--- src/rtl/ctrl_pkg.sv ---
// Shared definitions for the multi-cycle control unit.
//   state_t       : FSM state encoding
//   OP_*          : 3-bit opcode values of the core ISA
//   ALUOP_*       : ALU operation select (add / sub-compare / funct / xor)
//   PCSRC_*       : PC source mux select
//   SRCB_*        : ALU B-operand mux select
//   FUNCT_SHL/SHR : R-type funct codes that take the shift amount from the immediate
//   is_mem_state  : true in states that hold a memory request open
package ctrl_pkg;

  typedef enum logic [3:0] {
    IDLE,
    FETCH,
    DECODE,
    EXEC_R,
    EXEC_I,
    ADDR,
    MEM_RD,
    MEM_WR,
    WB_R,
    WB_I,
    WB_MEM,
    BRANCH,
    JUMP
  } state_t;

  localparam logic [2:0] OP_R    = 3'b000;
  localparam logic [2:0] OP_XORI = 3'b001;
  localparam logic [2:0] OP_BEQ  = 3'b010;
  localparam logic [2:0] OP_BGT  = 3'b011;
  localparam logic [2:0] OP_SW   = 3'b100;
  localparam logic [2:0] OP_LW   = 3'b101;
  localparam logic [2:0] OP_J    = 3'b110;

  localparam logic [1:0] ALUOP_ADD   = 2'b00;
  localparam logic [1:0] ALUOP_SUB   = 2'b01;
  localparam logic [1:0] ALUOP_FUNCT = 2'b10;
  localparam logic [1:0] ALUOP_XOR   = 2'b11;

  localparam logic [1:0] PCSRC_PC1 = 2'b00;
  localparam logic [1:0] PCSRC_BR  = 2'b01;
  localparam logic [1:0] PCSRC_JMP = 2'b10;

  localparam logic [1:0] SRCB_REG = 2'b00;
  localparam logic [1:0] SRCB_ONE = 2'b01;
  localparam logic [1:0] SRCB_IMM = 2'b10;

  localparam logic [3:0] FUNCT_SHL = 4'h3;
  localparam logic [3:0] FUNCT_SHR = 4'h4;

  function automatic logic is_mem_state(input state_t s);
    return (s == FETCH) || (s == MEM_RD) || (s == MEM_WR);
  endfunction

endpackage

--- src/rtl/mem_wait_timer.sv ---
// Memory wait-cycle counter.
//   clk, rst_n : clock, asynchronous active-low reset
//   clear      : force the count to zero (new access or access completed)
//   inc        : a wait cycle is in progress (access pending, memory not ready)
//   timeout    : this wait cycle is the MEM_TIMEOUT-th one of the access
module mem_wait_timer #(
  parameter int TMR_W       = 4,
  parameter int MEM_TIMEOUT = 15
) (
  input  logic clk,
  input  logic rst_n,
  input  logic clear,
  input  logic inc,
  output logic timeout
);

  logic [TMR_W-1:0] cnt;

  // Flag on the cycle that would bring the count to MEM_TIMEOUT, so the
  // access is abandoned after exactly MEM_TIMEOUT wait cycles.
  assign timeout = inc && (cnt == TMR_W'(MEM_TIMEOUT - 1));

  always_ff @(posedge clk or negedge rst_n) begin
    if (!rst_n) begin
      cnt <= '0;
    end else if (clear) begin
      cnt <= '0;
    end else if (inc && (cnt != TMR_W'(MEM_TIMEOUT))) begin
      cnt <= cnt + 1'b1;
    end
  end

endmodule

--- src/rtl/multicycle_control.sv ---
// Multi-cycle control FSM for the 3-bit-opcode core ISA.
// Sequences fetch/decode/execute/memory/writeback over a single-port memory
// with a ready handshake, and drives the datapath mux selects and enables.
//   inputs : clk, rst_n (async, active-low), run, opcode, funct,
//            alu_zero, alu_gt (branch conditions), mem_ready
//   outputs: mem_read, mem_write, iord, ir_write, pc_write, pc_src,
//            reg_dst, reg_write, mem_to_reg, alu_src_b, alu_op, sign_zero,
//            instr_done (retire pulse), illegal_op, mem_err (sticky), busy
module multicycle_control
  import ctrl_pkg::*;
#(
  parameter int OPCODE_W    = 3,
  parameter int FUNCT_W     = 4,
  parameter int MEM_TIMEOUT = 15,
  parameter int TMR_W       = 4
) (
  input  logic                clk,
  input  logic                rst_n,
  input  logic                run,
  input  logic [OPCODE_W-1:0] opcode,
  input  logic [FUNCT_W-1:0]  funct,
  input  logic                alu_zero,
  input  logic                alu_gt,
  input  logic                mem_ready,
  output logic                mem_read,
  output logic                mem_write,
  output logic                iord,
  output logic                ir_write,
  output logic                pc_write,
  output logic [1:0]          pc_src,
  output logic                reg_dst,
  output logic                reg_write,
  output logic                mem_to_reg,
  output logic [1:0]          alu_src_b,
  output logic [1:0]          alu_op,
  output logic                sign_zero,
  output logic                instr_done,
  output logic                illegal_op,
  output logic                mem_err,
  output logic                busy
);

  state_t state, state_next;
  logic   timeout;
  logic   tmr_clear;
  logic   tmr_inc;
  logic   set_illegal;
  state_t exit_state;

  // Instruction boundary: continue only while run is held high.
  assign exit_state = run ? FETCH : IDLE;
  assign busy       = (state != IDLE);

  assign tmr_inc   = is_mem_state(state) && !mem_ready;
  assign tmr_clear = mem_ready || ((state_next != state) && is_mem_state(state_next));

  mem_wait_timer #(
    .TMR_W      (TMR_W),
    .MEM_TIMEOUT(MEM_TIMEOUT)
  ) u_timer (
    .clk    (clk),
    .rst_n  (rst_n),
    .clear  (tmr_clear),
    .inc    (tmr_inc),
    .timeout(timeout)
  );

  always_ff @(posedge clk or negedge rst_n) begin
    if (!rst_n) begin
      state      <= IDLE;
      illegal_op <= 1'b0;
      mem_err    <= 1'b0;
    end else begin
      state <= state_next;
      if (set_illegal) illegal_op <= 1'b1;
      if (timeout)     mem_err    <= 1'b1;
    end
  end

  always_comb begin
    state_next  = state;
    set_illegal = 1'b0;
    mem_read    = 1'b0;
    mem_write   = 1'b0;
    iord        = 1'b0;
    ir_write    = 1'b0;
    pc_write    = 1'b0;
    pc_src      = PCSRC_PC1;
    reg_dst     = 1'b0;
    reg_write   = 1'b0;
    mem_to_reg  = 1'b0;
    alu_src_b   = SRCB_REG;
    alu_op      = ALUOP_ADD;
    sign_zero   = 1'b0;
    instr_done  = 1'b0;

    case (state)
      IDLE: begin
        // A recorded memory error parks the unit until reset.
        if (run && !mem_err) state_next = FETCH;
      end

      FETCH: begin
        mem_read  = 1'b1;
        alu_src_b = SRCB_ONE;
        ir_write  = mem_ready;
        pc_write  = mem_ready;
        if (mem_ready)    state_next = DECODE;
        else if (timeout) state_next = IDLE;
      end

      DECODE: begin
        // ALU precomputes the branch target while the opcode is decoded.
        alu_src_b = SRCB_IMM;
        sign_zero = 1'b1;
        if (opcode == OPCODE_W'(OP_R))         state_next = EXEC_R;
        else if (opcode == OPCODE_W'(OP_XORI)) state_next = EXEC_I;
        else if (opcode == OPCODE_W'(OP_BEQ) ||
                 opcode == OPCODE_W'(OP_BGT))  state_next = BRANCH;
        else if (opcode == OPCODE_W'(OP_SW) ||
                 opcode == OPCODE_W'(OP_LW))   state_next = ADDR;
        else if (opcode == OPCODE_W'(OP_J))    state_next = JUMP;
        else begin
          set_illegal = 1'b1;
          state_next  = FETCH;
        end
      end

      EXEC_R: begin
        alu_op = ALUOP_FUNCT;
        if (funct == FUNCT_W'(FUNCT_SHL) || funct == FUNCT_W'(FUNCT_SHR))
          alu_src_b = SRCB_IMM;
        state_next = WB_R;
      end

      EXEC_I: begin
        alu_op     = ALUOP_XOR;
        alu_src_b  = SRCB_IMM;
        state_next = WB_I;
      end

      ADDR: begin
        alu_src_b  = SRCB_IMM;
        sign_zero  = 1'b1;
        state_next = (opcode == OPCODE_W'(OP_LW)) ? MEM_RD : MEM_WR;
      end

      MEM_RD: begin
        mem_read = 1'b1;
        iord     = 1'b1;
        if (mem_ready)    state_next = WB_MEM;
        else if (timeout) state_next = IDLE;
      end

      MEM_WR: begin
        mem_write = 1'b1;
        iord      = 1'b1;
        if (mem_ready) begin
          instr_done = 1'b1;
          state_next = exit_state;
        end else if (timeout) begin
          state_next = IDLE;
        end
      end

      WB_R: begin
        reg_write  = 1'b1;
        reg_dst    = 1'b1;
        instr_done = 1'b1;
        state_next = exit_state;
      end

      WB_I: begin
        reg_write  = 1'b1;
        instr_done = 1'b1;
        state_next = exit_state;
      end

      WB_MEM: begin
        reg_write  = 1'b1;
        mem_to_reg = 1'b1;
        instr_done = 1'b1;
        state_next = exit_state;
      end

      BRANCH: begin
        alu_op     = ALUOP_SUB;
        pc_src     = PCSRC_BR;
        pc_write   = (opcode == OPCODE_W'(OP_BEQ)) ? alu_zero : alu_gt;
        instr_done = 1'b1;
        state_next = exit_state;
      end

      JUMP: begin
        pc_write   = 1'b1;
        pc_src     = PCSRC_JMP;
        instr_done = 1'b1;
        state_next = exit_state;
      end

      default: state_next = IDLE;
    endcase
  end

endmodule

--- config.mk ---
export PLATFORM = sky130hd
export DESIGN_NAME = multicycle_control
export DESIGN_NICKNAME = d
export VERILOG_FILES = /design/src/rtl/ctrl_pkg.sv /design/src/rtl/mem_wait_timer.sv /design/src/rtl/multicycle_control.sv
export SDC_FILE = /design/constraint.sdc
export NUM_CORES = 1
export LEC_CHECK = 0
export CELL_PAD_IN_SITES_DETAIL_PLACEMENT = 1
export CELL_PAD_IN_SITES_GLOBAL_PLACEMENT = 1
export CORE_ASPECT_RATIO = 1.1
export CORE_MARGIN = 2
export CORE_UTILIZATION = 30
export CTS_CLUSTER_SIZE = 14
export DETAILED_ROUTE_END_ITERATION = 10
export PLACE_DENSITY = 0.73
export REMOVE_ABC_BUFFERS = 1
export SLEW_MARGIN = 40
export SYNTH_ARGS = -nofsm -noshare
export SYNTH_HDL_FRONTEND = slang
export SYNTH_SLANG_ARGS = --single-unit
--- constraint.sdc ---
create_clock -name clk -period 1.8 [get_ports clk]
set_input_delay 0.54 -clock clk [delete_from_list [all_inputs] [get_ports clk]]
set_output_delay 0.54 -clock clk [all_outputs]
set_load 0.01 [all_outputs]
==> flow_metrics.env <==
export IMPL_r2r_cells=10
export IMPL_fin_crit_ns=2.45
export IMPL_overflow=0
export IMPL_n_fill_cell=326
export IMPL_max_freq_ghz=0.408
export IMPL_wire_per_inst_um=27.6
export IMPL_crit_type="input port to flip-flop"
export IMPL_coreArea_sq_um=3280
export IMPL_status="finished, violations left"
export IMPL_rsz0062_at_grt="yes"
export IMPL_synth_edf_count=0
export IMPL_worst_slew_pin_slew_ns=0.494
export IMPL_critPathRequiredTime_ns=1.99
export IMPL_grt_pass1_vias=1591
export IMPL_finalSetupViolCount=22
export IMPL_cts_tree="done"
export IMPL_antenna_found_initial=0
export IMPL_maxCapViolCount=0
export IMPL_synthFlopType="dfrtp_1"
export IMPL_fin_crit_sh_pct=136
export IMPL_start_kind="input port"
export IMPL_fp_dieH_um=64.9
export IMPL_dpl_hpwl_um=2830
export IMPL_root_buffer="clkbuf_4"
export IMPL_grt_max_degree=11
export IMPL_track_usage_pct=31.2
export IMPL_place_inst=227
export IMPL_numClockSinks=10
export IMPL_finalHoldViolCount=0
export IMPL_netlist_area_sq_um=1010
export IMPL_cellPowerDensity_nw_per_um2=1510
export IMPL_die_area_sq_um=3850
export IMPL_postSynthAreaPerCell_sq_um=8.15
export IMPL_area_growth_pct=139
export IMPL_syn_inst=124
export IMPL_final_cell_mix="49 x buf_4, 45 x buf_6, 9 x nor2_1, 9 x buf_2, 7 x clkdlybuf4s50_1"
export IMPL_drive_gt1_share_pct=68.8
export IMPL_tns_ns=-7.88
export IMPL_final_common_cell="buf_4"
export IMPL_synth_top_area_cell="dfrtp_1"
export IMPL_num_io_pins=32
export IMPL_fin_nets=253
export IMPL_multi_input_area_sq_um=992
export IMPL_ys_types=48
export IMPL_clock_skew_ns=0.00617
export IMPL_synth_seq_area_share_pct=24.8
export IMPL_fin_cells=273
export IMPL_rows=22
export IMPL_ys_top_cells_by_area="dfrtp_1 25%, nor2_1 6.3%, a21oi_1 4.5%"
export IMPL_worstHoldPathCells=1
export IMPL_relSlewSlack_pct=66.9
export IMPL_violations="negative setup slack"
export IMPL_cp_data_arrival_time_ns=2.65
export IMPL_clk_latency_ns=0.28
export IMPL_ir_drop_mv=0.767
export IMPL_ys_seq_elements=10
export IMPL_slew_violations=0
export IMPL_final_antenna_net_count=0
export IMPL_cp_max_fo=4
export IMPL_drtPass1Iterations=4
export IMPL_leakage_uw=0.00112
export IMPL_whs_ns=0.558
export IMPL_async_reset_ff_share_pct=100
export IMPL_hold_path_class="flip-flop to flip-flop"
export IMPL_route_vias_total=1586
export IMPL_io_buffers=31
export IMPL_regArea_sq_um=255
export IMPL_fin_ws_ns=-0.653
export IMPL_start_util_pct=30.9
export IMPL_routed_wl_um=7550
export IMPL_synth_top_cell_area_share_pct=24.8
export IMPL_avgViaCountPerCell=5.81
export IMPL_hold_buffers=0
export IMPL_report_power_total_uw=3660
export IMPL_n_antenna_cell=0
export IMPL_synth_warning_count=0
export IMPL_critPathCaptureType="flip-flop"
export IMPL_gp_congestion=0.797
export IMPL_drc=0
export IMPL_h_tree_depth=1
export IMPL_fp_dieW_um=59.4
export IMPL_drt_iter0_drc=108
export IMPL_clock_path_buffers=2
export IMPL_clkSlewWorstSetupHoldPaths_ns=0.07
export IMPL_grt_pass1_wl_um=8890
export IMPL_cts_made_buffers=3
[area by class of cell]
| cell class | count | area share [%] |
|---|---|---|
| inverter | 6 | 1.14 |
| tap | 36 | 1.86 |
| sequential | 10 | 10.6 |
| timing repair buffer | 117 | 43.9 |
| clock buffer | 4 | 1.50 |
| multi-input combinational | 100 | 41.0 |
[worst paths after layout]
kind                       slack [ns]  startpoint              to
max                             -0.65         run  u_timer.cnt[0]
min                              0.56  illegal_op      illegal_op
max reg2reg                     -0.62    state[3]  u_timer.cnt[0]
min reg2reg                      0.56  illegal_op      illegal_op
max in group asynchronous        0.85       rst_n        state[0]
min in group asynchronous        0.59       rst_n  u_timer.cnt[0]
[where the power goes]
part           total, uW  internal [uW]  switching, uW
clock network        209            123           85.7
logic               3060           1590           1470
registers            389            286            103
[repair_timing]
action | in CTS | in global routing
gates resized for setup | 143 | 53
gates cloned | 0 | 0
endpoints found under the hold margin | 0 | 0
setup buffers | 28 | 21
pin swaps | 17 | 30
setup endpoints to repair | 23 | 24
[worst max-delay path, cell delays in order]
cell,delay [ns]
clkdlybuf4s50_1,0.48
nand2b_1,0.20
a21oi_1,0.32
o221ai_2,0.22
buf_4,0.19
nor3_4,0.21
o221ai_4,0.20
a211oi_2,0.28
[cell families after synthesis]
kind of cell	count (synthesis)	synth area share [%]
AO/OA/AOI/OAI	36	28.6
buffers and inverters	14	6.06
adder cells (fa/ha/maj)	2	2.47
multiplexers	1	0.990
flip-flops	10	24.8
AND/OR/NAND/NOR	58	34.5
XOR/XNOR	3	2.60
[metrics by stage]
stage | setup slack [ns] | util (%) | cell area [sq um]
2_1_floorplan | -0.355 | - | 972
3_3_place_gp | -0.840 | 50.6 | 1660
3_5_place_dp | -0.866 | 50.6 | 1660
4_1_cts | -0.422 | 65.0 | 2130
5_1_grt | -0.713 | 73.8 | 2420
6_report | -0.653 | 73.8 | 2420
[routing by layer]
layer	vias to the layer above	wire, um	global-route usage, %
li1	693	-	-
met1	795	2930	38.5
met2	63	3900	52.6
met3	35	337	6.59
met4	0	381	10.2
met5	-	0	0
[sequential cells by signal, summed over array words and instances (netlist names)]
register and flops:
mem_err 1, u_timer.cnt 4, illegal_op 1, state 4
[Yosys cell counts (3+ instances only)]
library cell   n
nand3b_1       3
xnor2_1        3
a32oi_1        3
nor2_1        17
dfrtp_1       10
a211oi_1       4
nor2b_1        3
a21oi_1        9
nor3_1         4
clkbuf_1       5
nand2b_1       6
inv_1          6
nand2_1        8
Note: power is estimated with default switching activity, not from simulation.
